**config.mk**
```make
export PLATFORM = sky130hd
export DESIGN_NAME = mole_round_controller
export DESIGN_NICKNAME = d
export VERILOG_FILES = /design/src/rtl/mole_round_controller.sv
export SDC_FILE = /design/constraint.sdc
export NUM_CORES = 1
export LEC_CHECK = 0
export BUFFER_PORTS_ARGS = -buffer_cell sky130_fd_sc_hd__buf_2
export CORE_MARGIN = 1.5
export CORE_UTILIZATION = 55
export DETAILED_ROUTE_END_ITERATION = 7
export PLACE_DENSITY_LB_ADDON = 0.3
export SYNTH_ARGS = -nofsm -noshare
export SYNTH_HDL_FRONTEND = slang
export SYNTH_SLANG_ARGS = --single-unit
```
**constraint.sdc**
```tcl
create_clock -name clock -period 5 [get_ports clock]
set_input_delay 0 -clock clock [delete_from_list [all_inputs] [get_ports clock]]
set_output_delay 0 -clock clock [all_outputs]
set_load 0.03 [all_outputs]
```
**src/rtl/mole_round_controller.sv**
```systemverilog
// Whack-a-mole round sequencer: paces gap/up phases from tick, picks holes from an LFSR, emits hit/miss pulses.
// Optional build macro MOLE_PENALTY_EN: a wrong press while a mole is up ends the round as a miss.
module mole_round_controller #(
    parameter int unsigned N_HOLES    = 4,
    parameter int unsigned GAP_TICKS  = 200,
    parameter int unsigned MOLE_TICKS = 500,
    parameter int unsigned ROUNDS     = 30,
    parameter logic [15:0] LFSR_SEED  = 16'hACE1
) (
    input  logic               clock,
    input  logic               reset,
    input  logic               tick,
    input  logic               start,
    input  logic [N_HOLES-1:0] buttons,
    output logic [N_HOLES-1:0] mole,
    output logic               whacked,
    output logic               miss,
    output logic               game_active,
    output logic               game_over,
    output logic [7:0]         round_count
);
    localparam int unsigned IDX_W     = (N_HOLES > 1) ? $clog2(N_HOLES) : 1;
    localparam int unsigned TIMER_W   = 16;
    localparam int unsigned LFSR_W    = 16;
    localparam int unsigned ROUND_W   = 8;
    localparam logic [TIMER_W-1:0] GAP_LAST  = TIMER_W'(GAP_TICKS - 1);
    localparam logic [TIMER_W-1:0] MOLE_LAST = TIMER_W'(MOLE_TICKS - 1);
    localparam logic [ROUND_W-1:0] ROUNDS_C  = ROUND_W'(ROUNDS);

    typedef enum logic [1:0] {
        IDLE = 2'd0,
        GAP  = 2'd1,
        UP   = 2'd2,
        OVER = 2'd3
    } state_e;

    state_e               state_q, state_d;
    logic [TIMER_W-1:0]   timer_q, timer_d;
    logic [LFSR_W-1:0]    lfsr_q, lfsr_d;
    logic [N_HOLES-1:0]   buttons_q;
    logic [N_HOLES-1:0]   mole_q, mole_d;
    logic                 whacked_q, whacked_d;
    logic                 miss_q, miss_d;
    logic                 active_q, active_d;
    logic                 over_q, over_d;
    logic [ROUND_W-1:0]   round_q, round_d;

    logic [N_HOLES-1:0]   press;
    logic [N_HOLES-1:0]   hole_onehot;
    logic                 hit;
    logic                 wrong;
    logic                 end_round;
    logic [ROUND_W-1:0]   round_inc;

    // Fibonacci LFSR, taps 16,14,13,11; free-running so hole choice depends on start timing
    assign lfsr_d = {lfsr_q[LFSR_W-2:0], lfsr_q[15] ^ lfsr_q[13] ^ lfsr_q[12] ^ lfsr_q[10]};

    assign press     = buttons & ~buttons_q;
    assign hit       = |(press & mole_q);
    assign wrong     = |(press & ~mole_q);
    assign round_inc = round_q + ROUND_W'(1);

    always_comb begin
        hole_onehot = '0;
        for (int unsigned i = 0; i < N_HOLES; i++) begin
            hole_onehot[i] = (lfsr_q[IDX_W-1:0] == IDX_W'(i));
        end
    end

    always_comb begin
        state_d   = state_q;
        timer_d   = timer_q;
        mole_d    = mole_q;
        round_d   = round_q;
        whacked_d = 1'b0;
        miss_d    = 1'b0;
        end_round = 1'b0;

        case (state_q)
            IDLE: begin
                mole_d = '0;
                if (start) begin
                    state_d = GAP;
                    round_d = '0;
                    timer_d = '0;
                end
            end
            GAP: begin
                if (tick) begin
                    if (timer_q == GAP_LAST) begin
                        state_d = UP;
                        mole_d  = hole_onehot;
                        timer_d = '0;
                    end else begin
                        timer_d = timer_q + TIMER_W'(1);
                    end
                end
            end
            UP: begin
`ifdef MOLE_PENALTY_EN
                // A wrong press outranks a simultaneous correct one
                if (wrong) begin
                    miss_d    = 1'b1;
                    end_round = 1'b1;
                end else if (hit) begin
`else
                if (hit) begin
`endif
                    whacked_d = 1'b1;
                    end_round = 1'b1;
                end else if (tick) begin
                    if (timer_q == MOLE_LAST) begin
                        miss_d    = 1'b1;
                        end_round = 1'b1;
                    end else begin
                        timer_d = timer_q + TIMER_W'(1);
                    end
                end

                if (end_round) begin
                    mole_d  = '0;
                    timer_d = '0;
                    round_d = round_inc;
                    state_d = (round_inc == ROUNDS_C) ? OVER : GAP;
                end
            end
            OVER: begin
                mole_d = '0;
                if (start) begin
                    state_d = GAP;
                    round_d = '0;
                    timer_d = '0;
                end
            end
            default: begin
                state_d = IDLE;
                mole_d  = '0;
            end
        endcase

        active_d = (state_d == GAP) || (state_d == UP);
        over_d   = (state_d == OVER);
    end

    // Wrong presses are unused in the default build; keep the signal referenced
    logic unused_wrong;
    assign unused_wrong = wrong;

    always_ff @(posedge clock) begin
        if (!reset) begin
            state_q   <= IDLE;
            timer_q   <= '0;
            lfsr_q    <= LFSR_SEED;
            buttons_q <= '0;
            mole_q    <= '0;
            whacked_q <= 1'b0;
            miss_q    <= 1'b0;
            active_q  <= 1'b0;
            over_q    <= 1'b0;
            round_q   <= '0;
        end else begin
            state_q   <= state_d;
            timer_q   <= timer_d;
            lfsr_q    <= lfsr_d;
            buttons_q <= buttons;
            mole_q    <= mole_d;
            whacked_q <= whacked_d;
            miss_q    <= miss_d;
            active_q  <= active_d;
            over_q    <= over_d;
            round_q   <= round_d;
        end
    end

    assign mole        = mole_q;
    assign whacked     = whacked_q;
    assign miss        = miss_q;
    assign game_active = active_q;
    assign game_over   = over_q;
    assign round_count = round_q;

endmodule

```
-- Yosys cells after proc, flatten, opt, wreduce, memory -nomap -nowiden
Cells that the tools add are included.
- add/sub/neg operators: 2
- equality and inequality tests: 19
- muxes and demuxes: 26
- bitwise gates (word level): 8
- reduce and logical (&&, ||, !) cells: 11
- operator list (cell ; number):
    $mux W16 ; 7
    $pmux W16 S3 ; 1
    $add A16 B1 Y16 const B ; 1
    $eq A16 B8 Y1 const B ; 1
    $eq A16 B9 Y1 const B ; 1
    $mux W8 ; 2
    $pmux W8 S2 ; 1
    $eq A2 B2 Y1 const B ; 6
    $mux W4 ; 3
    $pmux W4 S3 ; 1
    $mux W2 ; 5
    $ne A3 B3 Y1 const B ; 3
    $add A8 B1 Y8 const B ; 1
    $and A4 B4 Y4 ; 2
    $eq A8 B5 Y1 const B ; 1
    $eq A2 B1 Y1 const B ; 3
    $ne A2 B2 Y1 const B ; 3
    $pmux W2 S3 ; 1
    $reduce_and A3 Y1 ; 2
    $reduce_or A6 Y1 ; 1
    $mux W1 ; 5
    $reduce_and A5 Y1 ; 1
    $logic_not A2 Y1 ; 2
    $not A4 Y4 ; 1
    8 further kinds ; 11
- bits in registers: 54
- output and inout port bits: 16
- word-level logic and storage cells: 76

-- Longest topological paths before layout
Gate-level depths: netlist of the first run.
- depth in word-level cells: 10
- gate-level depth with buffers: 10
- gate-level depth less buffers: 9

-- Worst setup path before layout of the first run
Ideal clock, no wire load.
- kind: register -> register
- start point: register timer_q[0]
- end point: register active_q, in the netlist game_active
- arrival: 2.078 ns
- required time: 4.885 ns
- path slack: 2.807 ns
- stages on the path, launching flop included: 11
- path buffers: 1
- period minus slack after synthesis: 2.193 ns
- cells stage by stage: dfxtp_1 -> ha_1 -> and4b_1 -> nand4_2 -> and3_1 -> buf_6 -> nand2_1 -> a31oi_1 -> or2_2 -> ha_1 -> and2_1
- longest elaborated chain between the ends: 9
- RTL lines (item ; RTL line ; RTL):
    start: declaration ; 38 ; logic [TIMER_W-1:0] timer_q, timer_d;
    start signal: assignment ; 163 ; timer_q <= timer_d;
    $eq A16 B9 Y1 ; 112 ; if (timer_q == MOLE_LAST) begin
    $mux W1 ; 112 ;
    $mux W1 ; 111 ; end else if (tick) begin
    $mux W1 ; 107 ; if (hit) begin
    $mux W1 ; 79 ; case (state_q)
    $mux W2 ; 120 ; if (end_round) begin
    $pmux W2 S3 (*) ; 79 ;
    named net state_d[1] ; 37 ; state_e state_q, state_d;
    $eq A2 B1 Y1 or $eq A2 B2 Y1 (tied branches) ; 141 ; active_d = (state_d == GAP) || (state_d == UP);
    $logic_or A1 B1 Y1 (*) ; 141 ;
    named net active_d ; 44 ; logic active_q, active_d;
    end signal: assignment ; 169 ; active_q <= active_d;
    end: declaration ; 44 ;
The timed path passes the listed nets; every way through them passes the cells marked *. The select of a mux whose other input is x is not followed.
A chain may end at the register's enable or synchronous reset.

-- Worst setup path after layout of the first run
- start point: register mole_q[2], in the netlist mole[2]
- end point: register timer_q[8]
- longest elaborated chain between the ends: 6
- RTL lines (item ; RTL line ; RTL):
    start: declaration ; 41 ; logic [N_HOLES-1:0] mole_q, mole_d;
    start signal: assignment ; 166 ; mole_q <= mole_d;
    $and A4 B4 Y4 (*) ; 59 ; assign hit = |(press & mole_q);
    $reduce_or A4 Y1 (*) ; 59 ;
    $mux W1 ; 107 ;
    $mux W1 ; 79 ;
    $ne A3 B3 Y1 (no line) or $mux W16 (tied branches) ; - ;
    $reduce_and A5 Y1 (no line) or $pmux W16 S3 (tied branches) ; - ;
Every way passes the cells marked *; elsewhere a longest branch is shown, timed or not. The select of a mux whose other input is x is not followed.

==> flow_metrics.env, run 1 <==
export IMPL_status="finished clean"
export IMPL_cp_slowest_cell="o21ai_2"
export IMPL_clk_path_buf_depth=2
export IMPL_vdd_ir_drop_max_v=0.000293
export IMPL_grt_pass1_wl_um=8110
export IMPL_rows=24
export IMPL_die_area_sq_um=5060
export IMPL_numCtsBuffers=5
export IMPL_die_y_um=71.1
export IMPL_track_usage_pct=19.6
export IMPL_overflow=0
export IMPL_core_sq_um=4410
export IMPL_cts_root_buf="clkbuf_8"
export IMPL_initial_utilization_pct=57.8
export IMPL_n_antenna_cell=0
export IMPL_ys_seq_area_share_pct=42.4
export IMPL_tightest_slew_ps=922
export IMPL_path_common_cell="a31oi_1"
export IMPL_clock_latency_ps=300
export IMPL_synth_xor_area_share_pct=3.09
export IMPL_wl_um=4720
export IMPL_ys_warn_count=0
export IMPL_grt_pass1_vias=1848
export IMPL_worstSetupPathType="reg -> reg"
export IMPL_nets=318
export IMPL_critPathMaxStageDelay_ps=770
export IMPL_cts_tree="yes"
export IMPL_critPathRequiredTime_ps=5190
export IMPL_whs_ps=228
export IMPL_drive_above_1_share_pct=14.1
export IMPL_power_density_nw_per_um2=283
export IMPL_vias=2053
export IMPL_drv_cap=0
export IMPL_syn_inst=280
export IMPL_setup_violations=0
export IMPL_place_hpwl_um=3330
export IMPL_ios=24
export IMPL_final_cells=356
export IMPL_synth_seq_cells=54
export IMPL_antenna_found_initial=0
export IMPL_rsz0062_at_grt="no"
export IMPL_relSlewSlack_pct=38.5
export IMPL_final_setup_skew_ps=11.6
export IMPL_clock_sinks=54
export IMPL_route_detailed_drc=0
export IMPL_drt_iter0_drc=85
export IMPL_grt_max_degree=51
export IMPL_netlist_area_sq_um=2550
export IMPL_slew_violations=0
export IMPL_async_reset_ff_share_pct=0
export IMPL_crit_fanout=27
export IMPL_hp_class="in -> reg"
export IMPL_synth_distinct_cells=51
export IMPL_start_kind="register"
export IMPL_fmax_ghz=0.402
export IMPL_firstDrtPassIters=4
export IMPL_layout_common_cells="54 x dfxtp_1, 25 x nand2_1, 23 x buf_2"
export IMPL_crit_path_cell_trace="and3b_1 > a31oi_1 > a31oi_1 > o21ai_2 > nor4_1 > or3_1"
export IMPL_hold_violations=0
export IMPL_dp_cells=344
export IMPL_mostFrequentLayoutCell="dfxtp_1"
export IMPL_portBuffers=23
export IMPL_synth_fa_ha_area_share_pct=3.43
export IMPL_synth_edf_count=0
export IMPL_worst_setup_path_end_kind="register"
export IMPL_drtAntennaViolNets=0
export IMPL_viasPerCell=5.77
export IMPL_syn_area_per_cell_sq_um=9.11
export IMPL_finalSetupTns_ps=0
export IMPL_wire_per_inst_um=13.2
export IMPL_die_w_um=71.1
export IMPL_synth_top_family_by_area="simple AND/OR/NAND/NOR gates"
export IMPL_clk_transition_reported_paths_ps=100
export IMPL_synthMuxAreaShare_pct=1.57
export IMPL_crit_arrival_ps=2680
export IMPL_synth_nets=295
export IMPL_period_share_pct=49.7
export IMPL_area_growth_pct=10.2
export IMPL_min_period_ps=2490
export IMPL_synthFlopType="dfxtp_1"
export IMPL_synthSimpleGateAreaFrac_pct=32.3
export IMPL_cts_htree_levels=2
export IMPL_synth_compound_area_share_pct=13.6
export IMPL_p_leak_nw=1.11
export IMPL_gp_congestion=0.853
## flip-flops by register name, summed over array words and instances, names as in the netlist
signal       cells
buttons_q        4
timer_q         16
mole             4
whacked          1
game_active      1
round_count      8
miss             1
state_q          2
lfsr_q          16
game_over        1
## final timing paths
kind                                start  depth (start not counted)  slack (ps)        endpoint
worst max-delay path              mole[2]                          6        2510      timer_q[8]
worst min-delay path                start                          6         230  round_count[3]
worst max register to register    mole[2]                          6        2510      timer_q[8]
worst min register to register  lfsr_q[6]                          1         420       lfsr_q[7]
## cell usage after synthesis, types with 5 or more instances
library cell   n  area, sq um
a21oi_1        6         30.0
and2_1        16          100
a31oi_1        7         43.8
nand2_1       25         93.8
dfxtp_1       54         1080
o31ai_1        6         45.0
nand2b_1      12         75.1
nor2b_1        7         43.8
nor2_1        11         41.3
inv_1          9         33.8
xor2_1         5         43.8
nand4_1        6         37.5
and3_1         8         50.1
ha_1           7         87.6
nand3_1       20          100
clkbuf_1       5         18.8
o21ai_0       11         55.1
or4_1          8         60.1
## through the flow
stage / power (W) / util, % / cell area, sq um / setup slack (ps)
floorplan: 0.000531 / - / 2550 / 2810
global placement: 0.000547 / 60.5 / 2670 / 2690
detailed placement: 0.000549 / 60.5 / 2670 / 2540
CTS: 0.000804 / 63.7 / 2810 / 2520
global route: 0.000827 / 63.7 / 2810 / 2280
finish: 0.000797 / 63.7 / 2810 / 2510
## power breakdown
part / total, W / internal (W) / switching (W)
clock: 0.000255 / 0.000114 / 0.000141
sequential: 0.000454 / 0.000445 / 0.00000873
combinational: 0.0000876 / 0.0000329 / 0.0000548
## cells by family (layout without fill, tap and decap cells)
kind of cell             Yosys count  after routing
AO/OA/AOI/OAI                     48             48
XOR/XNOR                           9              9
adder cells (fa/ha/maj)            7              7
buffers and inverters             20             44
flip-flops                        54             54
multiplexers                       4              4
AND/OR/NAND/NOR                  138            138
## layer usage
metal	wire, um	track usage, %	vias up
met2	2090	32.0	41
met1	2390	26.7	949
li1	-	-	1057
met4	64	5.03	0
met3	172	3.99	6
met5	0	0	-
## critical path, delay by kind of cell, from the launching register on
kind,cells,cell delay [ps]
AOI/OAI and AO/OA,3,1390
and+or+nand+nor,3,650
DFF,1,330
## timing repair
item                      4_1_cts  5_1_grt
setup buffers                   0        0
gates resized for setup         0        0
hold buffers                    4        0
hold endpoints to repair        4        0
## layout make-up
type | instances | area, sq um
Clock buffer | 6 | 82.6
Clock inverter | 2 | 16.3
Fill cell | 378 | 1600
Inverter | 9 | 33.8
Multi-Input combinational cell | 206 | 1380
Sequential cell | 54 | 1080
Tap cell | 52 | 65.1
Timing Repair Buffer | 27 | 155
No activity file was read; power rests on OpenSTA's default activity.
==> inputs of run 2 (changes only) <==
--- a/config.mk
+++ b/config.mk
@@ -5,6 +5,7 @@
 export SDC_FILE = /design/constraint.sdc
 export NUM_CORES = 1
 export LEC_CHECK = 0
+export ABC_AREA = 1
 export BUFFER_PORTS_ARGS = -buffer_cell sky130_fd_sc_hd__buf_2
 export CORE_MARGIN = 1.5
 export CORE_UTILIZATION = 55
==> constraint.sdc (replaced) <==
create_clock -name clock -period 2.4 [get_ports clock]
set_input_delay 0 -clock clock [delete_from_list [all_inputs] [get_ports clock]]
set_output_delay 0 -clock clock [all_outputs]
set_load 0.03 [all_outputs]
==> run 2 against run 1 <==
Design area increased by 3.1%. Synthesized cell count is 32% higher. Critical path depth is 3 higher. Synthesized area up 2.7%. Utilization up 1.1 points. Via count is 12% higher. Worst setup slack worse by 2300 ps. Die area rose by 2.6%. Hold slack worse by 120 ps.
==> flow_metrics.env, run 2 <==
export IMPL_ios=24
export IMPL_ff2ff_path_depth=9
export IMPL_drt_iter0_drc=118
export IMPL_clock_latency_ps=310
export IMPL_syn_area_per_cell_sq_um=7.10
export IMPL_drive_above_1_share_pct=14.4
export IMPL_crit_family="compound AO/OA/AOI/OAI gates"
export IMPL_initial_utilization_pct=58.6
export IMPL_yosysMostFrequentCell="nand2_1"
export IMPL_synth_seq_cells=54
export IMPL_grt_pass1_wl_um=8900
export IMPL_crit_path_cell_trace="inv_1 > ha_1 > inv_4 > or2_4 > nand2_1 > a21oi_2 > inv_2 > o21ai_2 > nor2_1"
export IMPL_synthFlopType="dfxtp_1"
export IMPL_drt_met1_wl_um=2450
export IMPL_wl_um=5050
export IMPL_synth_distinct_cells=32
export IMPL_hp_class="in -> reg"
export IMPL_vdd_ir_drop_max_v=0.000520
export IMPL_drtAntennaViolNets=0
export IMPL_route_detailed_drc=0
export IMPL_p_leak_nw=1.37
export IMPL_path_buf_inv=3
export IMPL_core_sq_um=4470
export IMPL_cts_htree_levels=2
export IMPL_wire_per_inst_um=11.3
export IMPL_synth_top_area_share_pct=41.2
export IMPL_portBuffers=23
export IMPL_whs_endpoint="state_q[0]"
export IMPL_gp_congestion=0.871
export IMPL_die_y_um=72.0
export IMPL_layout_common_cells="84 x nand2_1, 54 x dfxtp_1, 53 x inv_1"
export IMPL_power_density_nw_per_um2=695
export IMPL_worst_setup_path_end_kind="register"
export IMPL_start_kind="register"
export IMPL_slew_violations=0
export IMPL_die_area_sq_um=5190
export IMPL_met2_length_um=2360
export IMPL_place_hpwl_um=3660
export IMPL_timing_rr_end="timer_q[7]"
export IMPL_viasPerCell=5.12
export IMPL_synthTopCellsByArea="dfxtp_1 41%, nand2_1 12%, inv_1 7.6%, nor2_1 6.6%, nand3_1 5.7%"
export IMPL_mostFrequentLayoutCell="nand2_1"
export IMPL_clk_transition_reported_paths_ps=100
export IMPL_critPathRequiredTime_ps=2590
export IMPL_n_antenna_cell=0
export IMPL_cp_slowest_cell="dfxtp_1"
export IMPL_antenna_found_initial=0
export IMPL_final_setup_skew_ps=3.34
export IMPL_relSlewSlack_pct=65.2
export IMPL_synth_edf_count=0
export IMPL_drv_cap=0
export IMPL_ys_top_cells_by_count="84 x nand2_1, 54 x dfxtp_1, 53 x inv_1, 46 x nor2_1, 30 x nand3_1"
export IMPL_area_growth_pct=10.6
export IMPL_finalSetupTns_ps=0
export IMPL_min_period_ps=2170
export IMPL_vias=2295
export IMPL_reg2reg_from="state_q[0]"
export IMPL_highest_layer="met4"
export IMPL_ys_seq_area_share_pct=41.2
export IMPL_ff2ff_setup_slack_ps=230
export IMPL_worstSetupPathType="reg -> reg"
export IMPL_rows=24
export IMPL_cts_tree="yes"
export IMPL_firstDrtPassIters=6
export IMPL_grt_pass1_vias=2076
export IMPL_critPathMaxStageDelay_ps=440
export IMPL_cts_root_buf="clkbuf_8"
export IMPL_clock_sinks=54
export IMPL_rsz0062_at_grt="no"
export IMPL_period_share_pct=90.4
export IMPL_setup_violations=0
export IMPL_numCtsBuffers=5
export IMPL_final_util_pct=64.8
export IMPL_synth_nets=384
export IMPL_async_reset_ff_share_pct=0
export IMPL_tightest_slew_ps=521
export IMPL_status="finished clean"
export IMPL_die_w_um=72.0
export IMPL_ys_warn_count=0
export IMPL_syn_inst=369
export IMPL_crit_fanout=11
export IMPL_min_from="start"
export IMPL_track_usage_pct=21.5
export IMPL_nets=410
export IMPL_clk_path_buf_depth=2
export IMPL_hold_depth=5
export IMPL_synth_largest_area_cell="dfxtp_1"
export IMPL_fmax_ghz=0.461
export IMPL_hold_violations=0
export IMPL_wl_met3_um=174
export IMPL_overflow=0
export IMPL_crit_arrival_ps=2360
export IMPL_netlist_area_sq_um=2620
export IMPL_grt_max_degree=28
-- run 2: kinds of logic after synthesis --
kind of cell | share of synthesized area, %
AO/OA/AOI/OAI | 8.21
XOR/XNOR | 3.01
adder cells (fa/ha/maj) | 3.34
buffers and inverters | 10.6
flip-flops | 41.2
AND/OR/NAND/NOR | 33.6
-- run 2: how the worst max path moves through the flow --
stage,slack [ps],end,cells past startpoint,from
2_1_floorplan,500,game_active,11,round_count[0]
3_3_place_gp,340,timer_q[7],9,state_q[0]
3_5_place_dp,250,timer_q[7],9,state_q[0]
4_1_cts,200,timer_q[7],9,state_q[0]
5_1_grt,10,timer_q[12],9,state_q[0]
6_report,230,timer_q[7],9,state_q[0]
-- run 2: metal layers --
layer,vias up,track usage [%]
met4,0,7.55
met5,-,0
met2,46,35.7
met3,6,4.31
li1,1209,-
met1,1034,27.8
-- run 2: timing repair --
item / in CTS / in global routing
resized for setup: 0 / 0
hold buffers: 4 / 0
hold endpoints to repair: 4 / 0
buffers inserted: 0 / 0
-- run 2: cell type report --
type	count	area, sq um
Tap cell	52	65.1
Timing Repair Buffer	28	163
Multi-Input combinational cell	250	1260
Clock buffer	5	68.8
Sequential cell	54	1080
Fill cell	405	1580
Clock inverter	3	47.5
Inverter	56	213
-- run 2: worst reg2reg max path, cell delays in order (launching register included) --
cell	delay [ps]
dfxtp_1	440
inv_1	70
ha_1	420
inv_4	110
or2_4	140
nand2_1	70
a21oi_2	160
inv_2	110
o21ai_2	430
nor2_1	110
-- run 2: power breakdown --
group | total [W] | switching, W | internal (W)
Combinational | 0.000392 | 0.000265 | 0.000126
Clock | 0.000627 | 0.000311 | 0.000317
Sequential | 0.000996 | 0.0000421 | 0.000954
-- run 2: through the flow --
stage	power, W	std cells	worst slack, ps	hold WS [ps]	instance area [sq um]
2_1_floorplan	0.00133	369	503	93.5	2620
3_3_place_gp	0.00139	436	335	192	2740
3_5_place_dp	0.00140	436	245	198	2740
4_1_cts	0.00203	448	203	109	2900
5_1_grt	0.00212	448	14.5	140	2900
6_report	0.00202	448	231	110	2900
==> inputs of run 3 (changes only) <==
--- a/config.mk
+++ b/config.mk
@@ -7,10 +7,13 @@
 export LEC_CHECK = 0
 export ABC_AREA = 1
 export BUFFER_PORTS_ARGS = -buffer_cell sky130_fd_sc_hd__buf_2
+export CELL_PAD_IN_SITES_DETAIL_PLACEMENT = 1
+export CELL_PAD_IN_SITES_GLOBAL_PLACEMENT = 1
 export CORE_MARGIN = 1.5
-export CORE_UTILIZATION = 55
+export CORE_UTILIZATION = 42
 export DETAILED_ROUTE_END_ITERATION = 7
 export PLACE_DENSITY_LB_ADDON = 0.3
+export SKIP_CTS_REPAIR_TIMING = 1
 export SYNTH_ARGS = -nofsm -noshare
 export SYNTH_HDL_FRONTEND = slang
 export SYNTH_SLANG_ARGS = --single-unit
==> run 3 against run 2 <==
Utilization shrank 16 points. Critical path depth grew 2. Total power decreased by 2.6%. Largest cell class unchanged. Largest power group unchanged. Highest routed layer unchanged.
==> flow_metrics.env, run 3 (synthesis gave the netlist of run 2 again) <==
export IMPL_min_period_ps=2030
export IMPL_mostFrequentLayoutCell="nand2_1"
export IMPL_worst_setup_path_end_kind="register"
export IMPL_place_hpwl_um=4560
export IMPL_gp_congestion=0.811
export IMPL_crit_arrival_ps=2290
export IMPL_numCtsBuffers=5
export IMPL_layout_common_cells="84 x nand2_1, 54 x dfxtp_1, 53 x inv_1"
export IMPL_final_cells=474
export IMPL_die_area_sq_um=6720
export IMPL_portBuffers=23
export IMPL_initial_utilization_pct=43.8
export IMPL_p_leak_nw=1.37
export IMPL_whs_ps=126
export IMPL_critPathRequiredTime_ps=2660
export IMPL_start_kind="register"
export IMPL_grt_pass1_vias=2297
export IMPL_hold_violations=0
export IMPL_period_share_pct=84.5
export IMPL_power_density_nw_per_um2=670
export IMPL_grt_max_degree=27
export IMPL_area_growth_pct=11.8
export IMPL_die_w_um=82
export IMPL_rows=28
export IMPL_wl_um=6140
export IMPL_hp_class="in -> reg"
export IMPL_pwr_share_seq_pct=50.7
export IMPL_cts_root_buf="clkbuf_8"
export IMPL_p_comb_share_pct=21.0
export IMPL_drt_iter0_drc=71
export IMPL_track_usage_pct=19.5
export IMPL_cts_htree_levels=2
export IMPL_drv_cap=0
export IMPL_rsz0062_at_grt="no"
export IMPL_core_sq_um=5990
export IMPL_nets=413
export IMPL_swShare_pct=33.4
export IMPL_overflow=0
export IMPL_n_antenna_cell=0
export IMPL_crit_fanout=12
export IMPL_route_detailed_drc=0
export IMPL_clkPwrFrac_pct=28.2
export IMPL_grt_pass1_wl_um=10100
export IMPL_clk_path_buf_depth=2
export IMPL_clock_latency_ps=310
export IMPL_antenna_found_initial=0
export IMPL_dp_cells=462
export IMPL_drive_above_1_share_pct=15.0
export IMPL_vdd_ir_drop_max_v=0.000413
export IMPL_fmax_ghz=0.493
export IMPL_finalSetupTns_ps=0
export IMPL_tightest_slew_ps=610
export IMPL_die_y_um=82
export IMPL_relSlewSlack_pct=59.3
export IMPL_p_int_w=0.00131
export IMPL_final_setup_skew_ps=2.37
export IMPL_setup_violations=0
export IMPL_wire_per_inst_um=12.9
export IMPL_viasPerCell=4.94
export IMPL_clk_transition_reported_paths_ps=110
export IMPL_vias=2341
export IMPL_status="finished clean"
export IMPL_firstDrtPassIters=4
export IMPL_switching_power_w=0.000655
export IMPL_clock_sinks=54
export IMPL_ios=24
export IMPL_cts_tree="yes"
export IMPL_slew_violations=0
export IMPL_fillCellCount=817
export IMPL_worstSetupPathType="reg -> reg"
export IMPL_drtAntennaViolNets=0
-- run 3: power groups by stage --
stage                     clock [W]  combinational [W]  sequential [W]
final                      0.000554           0.000413        0.000996
after global routing       0.000605           0.000471         0.00100
after detailed placement          0           0.000409         0.00102
after global placement            0           0.000399         0.00101
after floorplan                   0           0.000271         0.00106
after CTS                  0.000568           0.000412        0.000997
-- run 3: layer usage --
layer	vias up	part of all wire, %	global-route usage [%]	routed length (um)
met5	-	0	0	0
met4	0	0.96	4.58	59
met3	7	1.8	3.33	113
met2	24	50	35.7	3080
met1	1103	47	23.5	2890
li1	1207	-	-	-
-- run 3: path summary, 6_finish.rpt --
| check | from | to | slack [ps] | cells after the start |
|---|---|---|---|---|
| setup / recovery | state_q[0] | timer_q[7] | 370 | 11 |
| hold / removal | start | state_q[0] | 130 | 5 |
| setup reg to reg | state_q[0] | timer_q[7] | 370 | 11 |
| hold reg to reg | lfsr_q[14] | lfsr_q[15] | 430 | 1 |
-- run 3: final cells by class --
type                       count  area (sq um)  share of cell area, %
clock buffer                   5          68.8                   2.35
clock inverter                 3          28.8                  0.982
inverter                      56           213                   7.26
multi-input combinational    250          1260                   43.0
sequential                    54          1080                   36.9
tap                           75          93.8                   3.20
timing repair buffer          31           185                   6.32
-- run 3: worst max-delay path: stages (launching register included) --
cell,delay (ps)
dfxtp_1,430
inv_1,70
ha_1,420
inv_4,110
or2_4,140
nand2_1,60
a21oi_2,160
buf_4,220
nand2_1,100
o21bai_1,130
nand2_1,60
nor2_1,70
-- run 3: metrics by stage --
step	total power [W]	util [%]	worst slack, ps	area [sq um]
6_report	0.00196	48.9	371	2930
5_1_grt	0.00208	48.9	161	2930
4_1_cts	0.00198	48.3	346	2890
3_5_place_dp	0.00143	46.6	381	2790
3_3_place_gp	0.00141	46.6	467	2790
2_1_floorplan	0.00133	-	503	2620
